`src/rtl/mips_pkg.sv`:
```
// Shared MIPS pipeline definitions used by the fetch stage and the D-stage decoder.
// Holds the reset vector, the canonical nop, the encoding constants and target helpers.
package mips_pkg;

    localparam logic [31:0] RESET_PC  = 32'h0000_3000;
    localparam logic [31:0] NOP_INSTR = 32'h0000_0000;

    // Primary opcodes (instr[31:26]).
    localparam logic [5:0] OP_SPECIAL = 6'h00;
    localparam logic [5:0] OP_REGIMM  = 6'h01;
    localparam logic [5:0] OP_J       = 6'h02;
    localparam logic [5:0] OP_JAL     = 6'h03;
    localparam logic [5:0] OP_BEQ     = 6'h04;
    localparam logic [5:0] OP_BNE     = 6'h05;
    localparam logic [5:0] OP_BLEZ    = 6'h06;
    localparam logic [5:0] OP_BGTZ    = 6'h07;
    localparam logic [5:0] OP_ADDIU   = 6'h09;
    localparam logic [5:0] OP_ORI     = 6'h0D;
    localparam logic [5:0] OP_LUI     = 6'h0F;
    localparam logic [5:0] OP_LW      = 6'h23;
    localparam logic [5:0] OP_SW      = 6'h2B;

    // SPECIAL funct codes (instr[5:0]).
    localparam logic [5:0] FUNCT_SLL  = 6'h00;
    localparam logic [5:0] FUNCT_JR   = 6'h08;
    localparam logic [5:0] FUNCT_JALR = 6'h09;
    localparam logic [5:0] FUNCT_ADDU = 6'h21;
    localparam logic [5:0] FUNCT_SUBU = 6'h23;

    // REGIMM rt selectors (instr[20:16]).
    localparam logic [4:0] RT_BLTZ    = 5'h00;
    localparam logic [4:0] RT_BGEZ    = 5'h01;
    localparam logic [4:0] RT_BLTZAL  = 5'h10;
    localparam logic [4:0] RT_BGEZAL  = 5'h11;

    // Control-transfer flags as produced by the decoder, MSB first.
    typedef struct packed {
        logic beq;
        logic bne;
        logic bltz;
        logic blez;
        logic bgez;
        logic bgtz;
        logic bgezal;
        logic bltzal;
        logic j;
        logic jal;
        logic jr;
        logic jalr;
    } ctl_flags_t;

    typedef enum logic [1:0] {
        NPC_SEQ    = 2'd0,
        NPC_BRANCH = 2'd1,
        NPC_JUMP   = 2'd2,
        NPC_REG    = 2'd3
    } npc_sel_e;

    function automatic logic [31:0] branch_target(input logic [31:0] pc_d,
                                                  input logic [31:0] instr_d);
        logic [31:0] offset;
        offset = {{14{instr_d[15]}}, instr_d[15:0], 2'b00};
        return pc_d + 32'd4 + offset;
    endfunction

    function automatic logic [31:0] jump_target(input logic [31:0] pc_d,
                                                input logic [31:0] instr_d);
        return {pc_d[31:28], instr_d[25:0], 2'b00};
    endfunction

endpackage

```
`src/rtl/fetch_ifid_if.sv`:
```
// Bundle between the fetch stage and its neighbours: instruction memory,
// D-stage decoder flags, forwarded operands and the IF/ID register outputs.
interface fetch_ifid_if;
    import mips_pkg::*;

    logic [31:0] pc_F;
    logic [31:0] instr_F;
    logic [31:0] instr_D;
    logic [31:0] pc_D;
    logic [31:0] pc8_D;
    logic [31:0] rs_D;
    logic [31:0] rt_D;
    logic        beq;
    logic        bne;
    logic        bltz;
    logic        blez;
    logic        bgez;
    logic        bgtz;
    logic        bgezal_D;
    logic        bltzal_D;
    logic        j;
    logic        jal_D;
    logic        jr;
    logic        jalr_D;
    logic        redirect_D;

    modport master (
        output pc_F, instr_D, pc_D, pc8_D, redirect_D,
        input  instr_F, rs_D, rt_D,
        input  beq, bne, bltz, blez, bgez, bgtz, bgezal_D, bltzal_D,
        input  j, jal_D, jr, jalr_D
    );

    modport slave (
        input  pc_F, instr_D, pc_D, pc8_D, redirect_D,
        output instr_F, rs_D, rt_D,
        output beq, bne, bltz, blez, bgez, bgtz, bgezal_D, bltzal_D,
        output j, jal_D, jr, jalr_D
    );

endinterface

```
`src/rtl/fetch_ifid_npc_calc.sv`:
```
// Next-PC selection for the fetch stage: resolves the D-stage branch/jump
// against forwarded operands and picks register, jump, branch or sequential PC.
module npc_calc
    import mips_pkg::*;
(
    input  logic [31:0] pc_F,
    input  logic [31:0] pc_D,
    input  logic [31:0] instr_D,
    input  logic [31:0] rs_D,
    input  logic [31:0] rt_D,
    input  ctl_flags_t  flags,
    output logic [31:0] next_pc,
    output logic        redirect
);

    logic     rs_neg_s;
    logic     rs_zero_s;
    logic     rs_eq_rt_s;
    logic     taken_s;
    logic     jump_any_s;
    npc_sel_e sel_s;

    // Branch condition evaluation on signed operands.
    always_comb begin
        rs_neg_s   = ($signed(rs_D) < 32'sd0);
        rs_zero_s  = (rs_D == 32'h0000_0000);
        rs_eq_rt_s = (rs_D == rt_D);
        taken_s    = (flags.beq  &  rs_eq_rt_s)
                   | (flags.bne  & ~rs_eq_rt_s)
                   | ((flags.bltz | flags.bltzal) &  rs_neg_s)
                   | ((flags.bgez | flags.bgezal) & ~rs_neg_s)
                   | (flags.blez & (rs_neg_s | rs_zero_s))
                   | (flags.bgtz & ~rs_neg_s & ~rs_zero_s);
        jump_any_s = flags.j | flags.jal | flags.jr | flags.jalr;
    end

    // Priority select: register jumps outrank direct jumps, which outrank branches.
    always_comb begin
        if (flags.jr | flags.jalr) begin
            sel_s = NPC_REG;
        end else if (flags.j | flags.jal) begin
            sel_s = NPC_JUMP;
        end else if (taken_s) begin
            sel_s = NPC_BRANCH;
        end else begin
            sel_s = NPC_SEQ;
        end
    end

    // Next-PC mux and redirect indication.
    always_comb begin
        case (sel_s)
            NPC_REG:    next_pc = rs_D;
            NPC_JUMP:   next_pc = jump_target(pc_D, instr_D);
            NPC_BRANCH: next_pc = branch_target(pc_D, instr_D);
            NPC_SEQ:    next_pc = pc_F + 32'd4;
            default:    next_pc = pc_F + 32'd4;
        endcase
        redirect = jump_any_s | taken_s;
    end

endmodule

```
`src/rtl/fetch_ifid.sv`:
```
// IF stage with IF/ID pipeline register: PC, fetched word and its address.
// The delay slot is always executed; stall freezes all three registers.
module fetch_ifid
    import mips_pkg::*;
#(
    parameter logic [31:0] RESET_PC = mips_pkg::RESET_PC
) (
    input  logic          clk,
    input  logic          reset_n,
    input  logic          stall,
    fetch_ifid_if.master  bus
);

    logic [31:0] pc_f_r;
    logic [31:0] instr_d_r;
    logic [31:0] pc_d_r;
    logic [31:0] next_pc_s;
    logic        redirect_s;
    ctl_flags_t  flags_s;

    // Gather decoder flags into one record for the next-PC logic.
    always_comb begin
        flags_s.beq    = bus.beq;
        flags_s.bne    = bus.bne;
        flags_s.bltz   = bus.bltz;
        flags_s.blez   = bus.blez;
        flags_s.bgez   = bus.bgez;
        flags_s.bgtz   = bus.bgtz;
        flags_s.bgezal = bus.bgezal_D;
        flags_s.bltzal = bus.bltzal_D;
        flags_s.j      = bus.j;
        flags_s.jal    = bus.jal_D;
        flags_s.jr     = bus.jr;
        flags_s.jalr   = bus.jalr_D;
    end

    npc_calc u_npc_calc (
        .pc_F     (pc_f_r),
        .pc_D     (pc_d_r),
        .instr_D  (instr_d_r),
        .rs_D     (bus.rs_D),
        .rt_D     (bus.rt_D),
        .flags    (flags_s),
        .next_pc  (next_pc_s),
        .redirect (redirect_s)
    );

    // PC and IF/ID register; reset overrides stall, stall holds everything.
    always_ff @(posedge clk) begin
        if (!reset_n) begin
            pc_f_r    <= RESET_PC;
            instr_d_r <= NOP_INSTR;
            pc_d_r    <= 32'h0000_0000;
        end else if (!stall) begin
            pc_f_r    <= next_pc_s;
            instr_d_r <= bus.instr_F;
            pc_d_r    <= pc_f_r;
        end else begin
            pc_f_r    <= pc_f_r;
            instr_d_r <= instr_d_r;
            pc_d_r    <= pc_d_r;
        end
    end

    assign bus.pc_F       = pc_f_r;
    assign bus.instr_D    = instr_d_r;
    assign bus.pc_D       = pc_d_r;
    assign bus.pc8_D      = pc_d_r + 32'd8;
    assign bus.redirect_D = redirect_s;

endmodule

```
`src/flat_wrapper.sv`:
```
// flat-port wrapper written by rule: the top's interface ports become plain ports
module fetch_ifid_flat import mips_pkg::*;
#(
    parameter logic [31:0] RESET_PC = mips_pkg::RESET_PC
)
  (clk, reset_n, stall, bus_pc_F, bus_instr_D, bus_pc_D, bus_pc8_D, bus_redirect_D, bus_instr_F, bus_rs_D, bus_rt_D, bus_beq, bus_bne, bus_bltz, bus_blez, bus_bgez, bus_bgtz, bus_bgezal_D, bus_bltzal_D, bus_j, bus_jal_D, bus_jr, bus_jalr_D);
  fetch_ifid_if bus_i ();
  input  logic clk;
  input  logic reset_n;
  input  logic stall;
  output wire logic [$bits(bus_i.pc_F)-1:0] bus_pc_F;
  output wire logic [$bits(bus_i.instr_D)-1:0] bus_instr_D;
  output wire logic [$bits(bus_i.pc_D)-1:0] bus_pc_D;
  output wire logic [$bits(bus_i.pc8_D)-1:0] bus_pc8_D;
  output wire logic [$bits(bus_i.redirect_D)-1:0] bus_redirect_D;
  input wire logic [$bits(bus_i.instr_F)-1:0] bus_instr_F;
  input wire logic [$bits(bus_i.rs_D)-1:0] bus_rs_D;
  input wire logic [$bits(bus_i.rt_D)-1:0] bus_rt_D;
  input wire logic [$bits(bus_i.beq)-1:0] bus_beq;
  input wire logic [$bits(bus_i.bne)-1:0] bus_bne;
  input wire logic [$bits(bus_i.bltz)-1:0] bus_bltz;
  input wire logic [$bits(bus_i.blez)-1:0] bus_blez;
  input wire logic [$bits(bus_i.bgez)-1:0] bus_bgez;
  input wire logic [$bits(bus_i.bgtz)-1:0] bus_bgtz;
  input wire logic [$bits(bus_i.bgezal_D)-1:0] bus_bgezal_D;
  input wire logic [$bits(bus_i.bltzal_D)-1:0] bus_bltzal_D;
  input wire logic [$bits(bus_i.j)-1:0] bus_j;
  input wire logic [$bits(bus_i.jal_D)-1:0] bus_jal_D;
  input wire logic [$bits(bus_i.jr)-1:0] bus_jr;
  input wire logic [$bits(bus_i.jalr_D)-1:0] bus_jalr_D;
  assign bus_pc_F = bus_i.pc_F;
  assign bus_instr_D = bus_i.instr_D;
  assign bus_pc_D = bus_i.pc_D;
  assign bus_pc8_D = bus_i.pc8_D;
  assign bus_redirect_D = bus_i.redirect_D;
  assign bus_i.instr_F = bus_instr_F;
  assign bus_i.rs_D = bus_rs_D;
  assign bus_i.rt_D = bus_rt_D;
  assign bus_i.beq = bus_beq;
  assign bus_i.bne = bus_bne;
  assign bus_i.bltz = bus_bltz;
  assign bus_i.blez = bus_blez;
  assign bus_i.bgez = bus_bgez;
  assign bus_i.bgtz = bus_bgtz;
  assign bus_i.bgezal_D = bus_bgezal_D;
  assign bus_i.bltzal_D = bus_bltzal_D;
  assign bus_i.j = bus_j;
  assign bus_i.jal_D = bus_jal_D;
  assign bus_i.jr = bus_jr;
  assign bus_i.jalr_D = bus_jalr_D;
  fetch_ifid #(.RESET_PC(RESET_PC)) u_core (.clk(clk), .reset_n(reset_n), .stall(stall), .bus(bus_i));
endmodule
```
`config.mk`:
```
export PLATFORM = sky130hd
export DESIGN_NAME = fetch_ifid_flat
export DESIGN_NICKNAME = d
export VERILOG_FILES = /design/src/rtl/mips_pkg.sv /design/src/rtl/fetch_ifid_if.sv /design/src/rtl/fetch_ifid_npc_calc.sv /design/src/rtl/fetch_ifid.sv /design/src/flat_wrapper.sv
export SDC_FILE = /design/constraint.sdc
export NUM_CORES = 1
export LEC_CHECK = 0
export BUFFER_PORTS_ARGS = -buffer_cell sky130_fd_sc_hd__buf_2
export CAP_MARGIN = 20
export CORE_AREA = 2 2 124 138
export DETAILED_ROUTE_END_ITERATION = 8
export DIE_AREA = 0 0 126 140
export GPL_ROUTABILITY_DRIVEN = 0
export GPL_TIMING_DRIVEN = 0
export PLACE_DENSITY = 0.76
export SLEW_MARGIN = 5
export SYNTH_ARGS = -nofsm -noshare
export SYNTH_HDL_FRONTEND = slang
export SYNTH_SLANG_ARGS = --single-unit
```
`constraint.sdc`:
```
create_clock -name clk -period 3.8 [get_ports clk]
set_input_delay 0.76 -clock clk [delete_from_list [all_inputs] [get_ports clk]]
set_output_delay 0.76 -clock clk [all_outputs]
set_load 0.02 [all_outputs]
```
==> flow_metrics.tcl <==
set metrics [dict create \
    status "completed" \
    critPathLaunchType "input port" \
    final_cell_mix "buf_2, dfxtp_1, xnor2_1" \
    synth-edff-count 0 \
    final_area_um2 9550 \
    fill_cells 1505 \
    worstReg2RegStart "u_core.bus.instr_D[15]" \
    yosys_warnings 0 \
    cp_max_fo 9 \
    syn_inst 937 \
    grt_pass1_wl_um 42900 \
    busiest_layer "met2" \
    p_leak_nw 4.54 \
    powerDensity_nw_per_um2 292 \
    grt_pass1_vias 7807 \
    final_common_cell "buf_2" \
    synth-seq-cells 96 \
    vias_per_cell 5.99 \
    period_needed_ns 3.64 \
    die_w_um 126 \
    placed_cell_area_um2 9270 \
    synth_cell_types 76 \
    grtUsageMet1_pct 39.6 \
    die-area_um2 17600 \
    cts_resized 0 \
    min-delay-path-class "flip-flop to flip-flop" \
    timing.slew.headroom_pct 31.9 \
    seq_area_frac_synth_pct 24.6 \
    avgSynthCellArea_um2 8.35 \
    required_ns 3.04 \
    drt_iter0_drc 867 \
    drv_slew 0 \
    end_kind "primary output" \
    rsz0062_at_grt "no" \
    holdPathStages 2 \
    drc_errors 0 \
    place_inst 1380 \
    setup_ws_ns 0.164 \
    hold_viol 0 \
    arrival_ns 2.88 \
    totalWireLength_um 28000 \
    rows 49 \
    gr-total-overflow 0 \
    cap_violations 0 \
    synth_ff_type "dfxtp_1" \
    port_buffers 239 \
    hold_path.startpoint "u_core.bus.instr_D[23]" \
    core-area_um2 16200 \
    multiInputGateArea_um2 5600 \
    critPathLaunch "bus_rs_D[11]" \
    syn_to_final_growth_pct 22.0 \
    avgRoutedWirePerCell_um 20.0 \
    worst_clock_skew_ns 0.0175 \
    routed-via-count 8363 \
    ctsHoldBuffers 0 \
    clock_latency_ns 0.37 \
    initial_utilization_pct 48.3 \
    critPathKind "input port to primary output" \
    gr-usage-all-layers_pct 30.7 \
    cts_max_path_buffers 2 \
    regArea_um2 1920 \
    finalSetupViolCount 0 \
    fmax_mhz 275 \
    antenna_found_initial 2 \
    cts-root-buf "clkbuf_16" \
    fin_setup_tns_ns 0 \
    grt_max_degree 19 \
    dpl_worst_slack_ns 0.200 \
    power_w 0.00279 \
    die_height_um 140 \
    cts.sinks 96 \
    antenna_left 0 \
    post-cts-setup-buffers 0 \
    clk_pin_slew_ns 0.08 \
    postSynth.asyncResetShare_pct 0 \
    ioPinCount 240 \
    tightest_slew_ns 1.02 \
    reg2reg_depth 11 \
    fin_nets 1358 \
    min_to "u_core.bus.pc_F[25]" \
    rrSetupSlack_ns 0.35 \
    irDropWorstVdd_v 0.000237 \
    period_share_pct 95.7 \
    htree_levels 3 \
    cts_tree "done" \
    hpwlAfterDp_um 21900 \
    fin_cells 1396 \
    syn_nets 1108 \
    numCtsBuffers 9 \
    gr-usage-met2_pct 49.3 \
    drive_above_1_share_pct 24.3 \
    met3_usage_pct 6.30 \
    first_pass_iters 8 \
    reg2reg_to "u_core.bus.pc_F[31]" \
    syn_area_um2 7820 \
]
[power by group]
part / leakage, nW / internal (W) / switching (W)
combinational: 3.62 / 0.000305 / 0.000450
sequential: 0.791 / 0.00107 / 0.000101
clock: 0.125 / 0.000441 / 0.000426
total: 4.54 / 0.00181 / 0.000978
[registers in the layout, summed over array words and instances, names as in the netlist]
| name | cells |
|---|---|
| u_core.bus.instr_D | 32 |
| u_core.bus.pc_D | 32 |
| u_core.bus.pc_F | 32 |
[cell type report]
cell class / count / area share, %
buffer: 51 / 2.37
clock buffer: 10 / 2.40
inverter: 20 / 0.786
sequential: 96 / 20.1
multi-input combinational: 770 / 58.7
tap: 204 / 2.67
timing repair buffer: 239 / 12.5
clock inverter: 5 / 0.354
antenna: 1 / 0.0262
[kinds of logic (layout without fill, tap and decap cells)]
| family | after synthesis | after routing | share of synthesized area, % |
|---|---|---|---|
| compound gates | 210 | 210 | 19.2 |
| xor+xnor | 107 | 107 | 12.0 |
| other cells | 0 | 1 | 0 |
| buf+inv | 71 | 325 | 3.85 |
| flops | 96 | 96 | 24.6 |
| simple gates | 323 | 323 | 21.8 |
| mux | 70 | 70 | 8.96 |
| fa+ha+maj | 60 | 60 | 9.69 |
[worst max-delay path by stage]
stage,endpoint,depth (start not counted)
final,bus_redirect_D,8
after global routing,bus_pc8_D[30],10
after CTS,u_core.bus.pc_F[31],11
after detailed placement,u_core.bus.pc_F[31],11
after global placement,u_core.bus.pc_F[31],11
after floorplan,u_core.bus.pc_F[31],11
[through the flow]
step / hold WS [ns] / util [%]
3_3_place_gp: 0.495 / 57.3
4_1_cts: 0.505 / 58.9
2_1_floorplan: 0.560 / -
3_5_place_dp: 0.506 / 57.3
5_1_grt: 0.532 / 59.0
6_report: 0.505 / 59.0
[critical path: stages]
cell and delay [ns]:
buf_2 0.15, nor4_1 0.36, nand4_1 0.21, nor3_1 0.20, and4bb_1 0.26, o211ai_4 0.33
nand2b_1 0.36, buf_2 0.24
[cells in the mapped netlist, types with 4 or more instances]
cell       n  area [µm²]
nand2b_1   5        31.3
a21o_1     8        60.1
or3_1      9        56.3
a31oi_1   10        62.6
and2_1     5        31.3
buf_2      4        20.0
nor4_1     9        56.3
a21oi_1   43         215
nand2_1   74         278
buf_1      4        15.0
xor2_1    29         254
nor3_1    16        80.1
o21ai_1   12        60.1
inv_1     18        67.6
a41oi_1    5        43.8
and3_1    23         144
xnor2_1   78         683
o211ai_1  19         143
nand3_1   27         135
mux2i_1   70         701
o31ai_1    5        37.5
or2_2      4        25.0
clkbuf_1  37         139
o21a_1     8        60.1
nor2b_1   68         425
a221oi_1   8        70.1
buf_4      4        30.0
and4_1     5        43.8
o21ai_0   43         215
nand4_1   21         131
a211oi_1   5        37.5
ha_1      59         738
dfxtp_1   96        1920
nor2_1    48         180
[routing by layer]
metal / up-vias / share of wire (%) / wire [µm]
met4: 0 / 4.8 / 1340
met2: 467 / 46 / 12900
met3: 97 / 9.3 / 2600
li1: 3901 / - / -
met1: 3898 / 40 / 11200
met5: - / 0 / 0
No activity file was read; power rests on OpenSTA's default activity.
